[src/rtl/uart_rx.sv]
// rtl/uart_rx.sv - 8-bit UART receiver, optional even parity, 1 stop bit, mid-bit sampling
// Optional error counter port err_cnt enabled by defining UART_RX_ERR_CNT_EN.
module uart_rx #(
    parameter int CLK_FREQ_HZ = 8000000,
    parameter int BAUD_RATE   = 38400,
    parameter int PARITY_EN   = 0
) (
    input  logic       clk,
    input  logic       reset,
    input  logic       rx,
    input  logic       rx_en,
    output logic [7:0] data,
    output logic       word_done,
    output logic       parity_err,
    output logic       frame_err,
    output logic       busy
`ifdef UART_RX_ERR_CNT_EN
    ,
    output logic [7:0] err_cnt
`endif
);

    localparam int DIV   = (CLK_FREQ_HZ + BAUD_RATE / 2) / BAUD_RATE;
    localparam int HALF  = DIV / 2;
    localparam int CNT_W = $clog2(DIV);

    typedef enum logic [2:0] {
        S_IDLE,
        S_START,
        S_DATA,
        S_PARITY,
        S_STOP
    } state_t;

    state_t     state_q, state_d;
    logic       sync1_q, rxs_q;
    logic [CNT_W-1:0] cnt_q, cnt_d;
    logic [2:0] bit_idx_q, bit_idx_d;
    logic [7:0] shift_q, shift_d;
    logic       par_bit_q, par_bit_d;
    logic [7:0] data_q, data_d;
    logic       word_done_q, word_done_d;
    logic       parity_err_q, parity_err_d;
    logic       frame_err_q, frame_err_d;
    // Set after a frame ends on a low stop bit (break); blocks re-arming until the line goes high.
    logic       wait_high_q, wait_high_d;
`ifdef UART_RX_ERR_CNT_EN
    logic [7:0] err_cnt_q, err_cnt_d;
`endif

    logic cnt_full;
    logic cnt_half;

    assign cnt_full = (cnt_q == CNT_W'(DIV - 1));
    assign cnt_half = (cnt_q == CNT_W'(HALF - 1));

    // Two-flop synchronizer; idles high so reset does not look like a start bit.
    always_ff @(posedge clk or posedge reset) begin
        if (reset) begin
            sync1_q <= 1'b1;
            rxs_q   <= 1'b1;
        end else begin
            sync1_q <= rx;
            rxs_q   <= sync1_q;
        end
    end

    // Next-state, bit timing and frame result computation.
    always_comb begin
        state_d      = state_q;
        cnt_d        = cnt_q;
        bit_idx_d    = bit_idx_q;
        shift_d      = shift_q;
        par_bit_d    = par_bit_q;
        data_d       = data_q;
        word_done_d  = 1'b0;
        parity_err_d = parity_err_q;
        frame_err_d  = frame_err_q;
        wait_high_d  = wait_high_q;
`ifdef UART_RX_ERR_CNT_EN
        err_cnt_d    = err_cnt_q;
`endif
        if (state_q != S_IDLE && !rx_en) begin
            state_d = S_IDLE;
            cnt_d   = '0;
        end else begin
            case (state_q)
                S_IDLE: begin
                    cnt_d = '0;
                    if (wait_high_q) begin
                        if (rxs_q) begin
                            wait_high_d = 1'b0;
                        end
                    end else if (rx_en && !rxs_q) begin
                        state_d = S_START;
                    end
                end
                S_START: begin
                    if (cnt_half) begin
                        cnt_d     = '0;
                        bit_idx_d = '0;
                        state_d   = rxs_q ? S_IDLE : S_DATA;
                    end else begin
                        cnt_d = cnt_q + 1'b1;
                    end
                end
                S_DATA: begin
                    if (cnt_full) begin
                        cnt_d     = '0;
                        shift_d   = {rxs_q, shift_q[7:1]};
                        bit_idx_d = bit_idx_q + 1'b1;
                        if (bit_idx_q == 3'd7) begin
                            state_d = (PARITY_EN != 0) ? S_PARITY : S_STOP;
                        end
                    end else begin
                        cnt_d = cnt_q + 1'b1;
                    end
                end
                S_PARITY: begin
                    if (cnt_full) begin
                        cnt_d     = '0;
                        par_bit_d = rxs_q;
                        state_d   = S_STOP;
                    end else begin
                        cnt_d = cnt_q + 1'b1;
                    end
                end
                S_STOP: begin
                    if (cnt_full) begin
                        cnt_d        = '0;
                        data_d       = shift_q;
                        parity_err_d = (PARITY_EN != 0) ? (^shift_q ^ par_bit_q) : 1'b0;
                        frame_err_d  = ~rxs_q;
                        wait_high_d  = ~rxs_q;
                        word_done_d  = 1'b1;
                        state_d      = S_IDLE;
`ifdef UART_RX_ERR_CNT_EN
                        if ((frame_err_d || parity_err_d) && err_cnt_q != 8'hFF) begin
                            err_cnt_d = err_cnt_q + 8'd1;
                        end
`endif
                    end else begin
                        cnt_d = cnt_q + 1'b1;
                    end
                end
                default: state_d = S_IDLE;
            endcase
        end
    end

    // State and datapath registers.
    always_ff @(posedge clk or posedge reset) begin
        if (reset) begin
            state_q      <= S_IDLE;
            cnt_q        <= '0;
            bit_idx_q    <= '0;
            shift_q      <= '0;
            par_bit_q    <= 1'b0;
            data_q       <= '0;
            word_done_q  <= 1'b0;
            parity_err_q <= 1'b0;
            frame_err_q  <= 1'b0;
            wait_high_q  <= 1'b0;
`ifdef UART_RX_ERR_CNT_EN
            err_cnt_q    <= '0;
`endif
        end else begin
            state_q      <= state_d;
            cnt_q        <= cnt_d;
            bit_idx_q    <= bit_idx_d;
            shift_q      <= shift_d;
            par_bit_q    <= par_bit_d;
            data_q       <= data_d;
            word_done_q  <= word_done_d;
            parity_err_q <= parity_err_d;
            frame_err_q  <= frame_err_d;
            wait_high_q  <= wait_high_d;
`ifdef UART_RX_ERR_CNT_EN
            err_cnt_q    <= err_cnt_d;
`endif
        end
    end

    assign data       = data_q;
    assign word_done  = word_done_q;
    assign parity_err = parity_err_q;
    assign frame_err  = frame_err_q;
    assign busy       = (state_q != S_IDLE);
`ifdef UART_RX_ERR_CNT_EN
    assign err_cnt    = err_cnt_q;
`endif

endmodule

[config.mk]
export PLATFORM = sky130hd
export DESIGN_NAME = uart_rx
export DESIGN_NICKNAME = d
export VERILOG_FILES = /design/src/rtl/uart_rx.sv
export SDC_FILE = /design/constraint.sdc
export NUM_CORES = 1
export LEC_CHECK = 0
export CORE_MARGIN = 2
export CORE_UTILIZATION = 50
export DETAILED_ROUTE_END_ITERATION = 16
export PLACE_DENSITY = 0.71
export SETUP_SLACK_MARGIN = 0.05
export SYNTH_ARGS = -nofsm -noshare
export SYNTH_HDL_FRONTEND = slang
export SYNTH_SLANG_ARGS = --single-unit
[constraint.sdc]
create_clock -name clk -period 5.9 [get_ports clk]
set_input_delay 1.18 -clock clk [delete_from_list [all_inputs] [get_ports clk]]
set_output_delay 1.18 -clock clk [all_outputs]
set_load 0.01 [all_outputs]
### After elaboration in Yosys (flattened, before gate mapping)

Index checks and enable logic that the tools add are counted.
W data, S select, Z words.

| operators by class | value |
|---|---|
| add/subtract/negate cells | 2 |
| equality and inequality tests | 17 |
| multiplexer cells | 24 |
| bitwise logic cells | 2 |
| reduce and logical (&&, ||, !) cells | 15 |

Operators by type and width:

| cell | count |
|---|---|
| $mux W3 | 10 |
| $mux W8 | 3 |
| $pmux W8 S3 | 1 |
| $ne A3 B3 Y1 const B | 7 |
| $pmux W3 S5 | 1 |
| $reduce_and A3 Y1 | 3 |
| $add A8 B1 Y8 const B | 1 |
| $eq A8 B7 Y1 const B | 1 |
| $eq A8 B8 Y1 const B | 1 |
| $reduce_and A7 Y1 | 1 |
| $eq A3 B2 Y1 const B | 2 |
| $eq A3 B3 Y1 const B | 2 |
| $mux W1 | 6 |
| $ne A2 B2 Y1 const B | 3 |
| $pmux W3 S2 | 1 |
| $reduce_and A4 Y1 | 1 |
| $reduce_bool A2 Y1 | 2 |
| $reduce_bool A4 Y1 | 1 |
| $add A3 B1 Y3 const B | 1 |
| $eq A3 B1 Y1 const B | 1 |
| $logic_not A3 Y1 | 1 |
| $reduce_bool A3 Y1 | 1 |
| $reduce_or A3 Y1 | 1 |
| $logic_and A1 B1 Y1 | 2 |
| other kinds (4) | 6 |

| word-level totals | value |
|---|---|
| register bits | 35 |
| input bits | 4 |
| output and inout bits | 12 |
| word-level logic and storage cells | 70 |

### Logic depth before layout (Yosys ltp)

| logic depth | value |
|---|---|
| word-level depth | 6 |
| mapped depth | 7 |
| mapped depth without buffers | 6 |

### Worst setup path after synthesis

No wires, ideal clock.

| timing | value |
|---|---|
| kind | input -> register |
| from | input rx_en |
| to | register shift_q[1] |
| setup time | 0.125 ns |
| arrival | 2.310 ns |
| data required time | 5.775 ns |
| path slack | 3.465 ns |
| stages on the path | 5 |
| path buffers | 2 |
| path through | buf_2 > inv_1 > nor4_1 > buf_2 > mux2_2 |

| on the way | value |
|---|---|
| longest elaborated chain between the ends | 4 |

Ends and longest elaborated chain:

| item | RTL line | source |
|---|---|---|
| start, declared | 11 | `input logic rx_en,` |
| $logic_not A1 Y1 | 83 | `if (state_q != S_IDLE && !rx_en) begin` |
| $logic_and A1 B1 Y1 | 83 |  |
| $not A1 Y1 (no source line) | -- |  |
| $reduce_and A3 Y1 (no source line) | -- |  |
| end signal, assigned | 171 | `shift_q <= shift_d;` |
| end, declared | 39 | `logic [7:0] shift_q, shift_d;` |

No other way between the ends.
A chain may end at the register's enable or synchronous reset.

### Worst setup path in the final report

| timing | value |
|---|---|
| from | input rx_en |
| to | register shift_q[3] |

The elaborated chain is that of the path after synthesis.

==> results.yml <==
drt:
  firstDrtPassIters: 4
  drc: 0
  initialDrtViolationCount: 39
  via_per_inst: 5.69
  routedWlPerCell_um: 15.0
  ant_nets: 0
  routed_wl_um: 3010
  vias: 1137
global_routing:
  antenna_found_initial: 0
  grtUsageMet3: 0.0630
  grt_overflow: 0
  grt_max_degree: 36
  grt_pass1_vias: 1096
  globalRouteMet1Util: 0.247
  track_usage: 0.188
  grt_pass1_wl_um: 5100
  use_met2: 0.287
  grt_busiest_layer: "met2"
job:
  drv_cap: 0
logic_synthesis:
  synth-seq-cells: 35
  ys_seq_area_frac: 0.529
  yosysTopAreaCell: "dfrtp_1"
  ys_top_cells_by_area: "dfrtp_1 (50%), mux2_2 (6.8%), mux2_4 (6.3%), o21ai_0 (3.3%), dfstp_2 (3.2%)"
  synth_edf_count: 0
  yosys.area.top_type_share: 0.497
  yosys_warnings: 0
  synthFlopType: "dfrtp_1"
  synthesis.area_mm2: 0.00166
  syn_avg_cell_area_um2: 11.7
  synth_cell_types: 43
  syn_nets: 149
  async_reset_ff_frac: 1.00
  synthCells: 142
finish:
  final_common_cell: "dfrtp_1"
  nets: 162
  fillers: 272
  n_antenna_cell: 0
  mostFrequentLayoutCells: "dfrtp_1 (33), clkdlybuf4s50_1 (14), nand2_1 (11), o21ai_0 (11), mux2_2 (10)"
  utilization: 0.606
  area_growth_pct: 13.2
  regArea_um2: 878
  final_area_mm2: 0.00188
  multiInputGateArea_um2: 729
  final_cells: 200
  drive_above_1_share: 0.224
cts:
  cts_buffer_depth: 2
  ctsHoldBuffers: 0
  cts_tree: "yes"
  clkLatencyLatePin_ns: 0.35
  cts-root-buf: "clkbuf_4"
  cts_buffers: 5
  cts.sinks: 35
  cts_htree_levels: 2
  cts-resized-gates: 0
  clk_pin_slew_ns: 0.11
  cts_setup_buffers: 0
place:
  dpl.cell_count: 192
  io_buffer_count: 14
  post-dp-hpwl_um: 2120
  place_area_mm2: 0.00182
  place_congestion: 0.824
power:
  power.density_mw_per_mm2: 244
  peakVddDrop_mv: 0.154
  p_leak_nw: 0.858
floorplanning:
  dieArea_mm2: 0.00380
  fp.dieH_um: 61.6
  ios: 16
  start_util: 0.535
  row_count: 20
  coreArea_mm2: 0.00310
  die-width_um: 61.6
critical_path:
  cp-end-kind: "flop"
  cp.arrival_ns: 3.32
  crit_chain: "clkdlybuf4s50_1 > inv_1 > nor4_2 > mux2_2"
  cp-start-kind: "input pin"
  max_stage_delay_ns: 0.94
  path_class: "in2reg"
  crit_path_top_delay_cell: "nor4_2"
  critPathMaxFanout: 11
  required_ns: 6.15
timing:
  hold_viol: 0
  post-route-period-util: 0.521
  grt_setup_unrepaired: "false"
  setup_viol: 0
  max_freq_mhz: 325
  clock_skew_ns: 0.0131
  slew_viol_final: 0
  worstMarginPinSlew_ns: 1.10
  fin_crit_ns: 3.08
  holdWs_ns: 0.361
  slew_headroom: 0.262
  tns_ns: 0
run_status:
  status: "completed"
worst_hold_path:
  hp-class: "reg2reg"
[cells by family (layout without fill, tap and decap cells)]
group                    after synthesis  count (layout)  share of synthesized area
XOR/XNOR                               1               1                    0.00528
other                                  1               1                    0.00226
AND/OR/NAND/NOR                       48              48                      0.171
adder cells (fa/ha/maj)                3               3                     0.0226
multiplexers                          17              17                      0.131
buffers and inverters                 12              26                     0.0354
flip-flops                            35              35                      0.529
AO/OA/AOI/OAI                         25              25                      0.103
[cell usage after synthesis, types with 5 or more instances]
master / n
nand3_1: 6
o21ai_0: 11
clkbuf_1: 5
mux2_2: 10
nor2_1: 5
nand2_1: 11
a22o_1: 6
dfrtp_1: 33
mux2_4: 7
[state kept, by name (all words and copies together), names as in the netlist]
name,flops
cnt_q,8
wait_high_q,1
word_done,1
bit_idx_q,3
rxs_q,1
sync1_q,1
state_q,3
frame_err,1
data,8
shift_q,8
[cell type report]
| cell class | instances | area share |
|---|---|---|
| timing repair buffer | 15 | 0.0786 |
| multi-input combinational | 95 | 0.388 |
| clock buffer | 5 | 0.0200 |
| inverter | 3 | 0.00599 |
| tap | 44 | 0.0293 |
| clock inverter | 3 | 0.0107 |
| sequential | 35 | 0.467 |
[power breakdown]
part	internal [mW]	leakage [nW]	switching [mW]
clock network	0.0454	0.0272	0.0847
logic	0.0282	0.353	0.0383
registers	0.247	0.478	0.0151
[through the flow]
| stage | setup WS [ns] | total power, mW |
|---|---|---|
| floorplan | 3.46 | 0.315 |
| global placement | 2.53 | 0.330 |
| detailed placement | 2.46 | 0.332 |
| CTS | 2.83 | 0.462 |
| global route | 2.71 | 0.486 |
| finish | 2.82 | 0.459 |
[path summary, 6_finish.rpt]
kind | startpoint | end | slack [ns] | cells after the start
worst max-delay path | rx_en | shift_q[3] | 2.82 | 4
worst min-delay path | sync1_q | rxs_q | 0.36 | 0
worst max register to register | cnt_q[0] | shift_q[3] | 3.49 | 5
worst min register to register | sync1_q | rxs_q | 0.36 | 0
max in group asynchronous | reset | rxs_q | 4.33 | 3
min in group asynchronous | reset | data[4] | 1.21 | 3
[metal layers]
| metal | part of all wire | vias to the layer above |
|---|---|---|
| li1 | - | 543 |
| met1 | 0.47 | 563 |
| met2 | 0.48 | 26 |
| met3 | 0.043 | 5 |
| met4 | 0.014 | 0 |
| met5 | 0 | - |
[worst max-delay path, delay by kind of cell]
family	cells	cell delay [ns]
simple gates	1	0.94
buf+inv	2	0.77
mux	1	0.42
No activity file was read; power rests on OpenSTA's default activity.
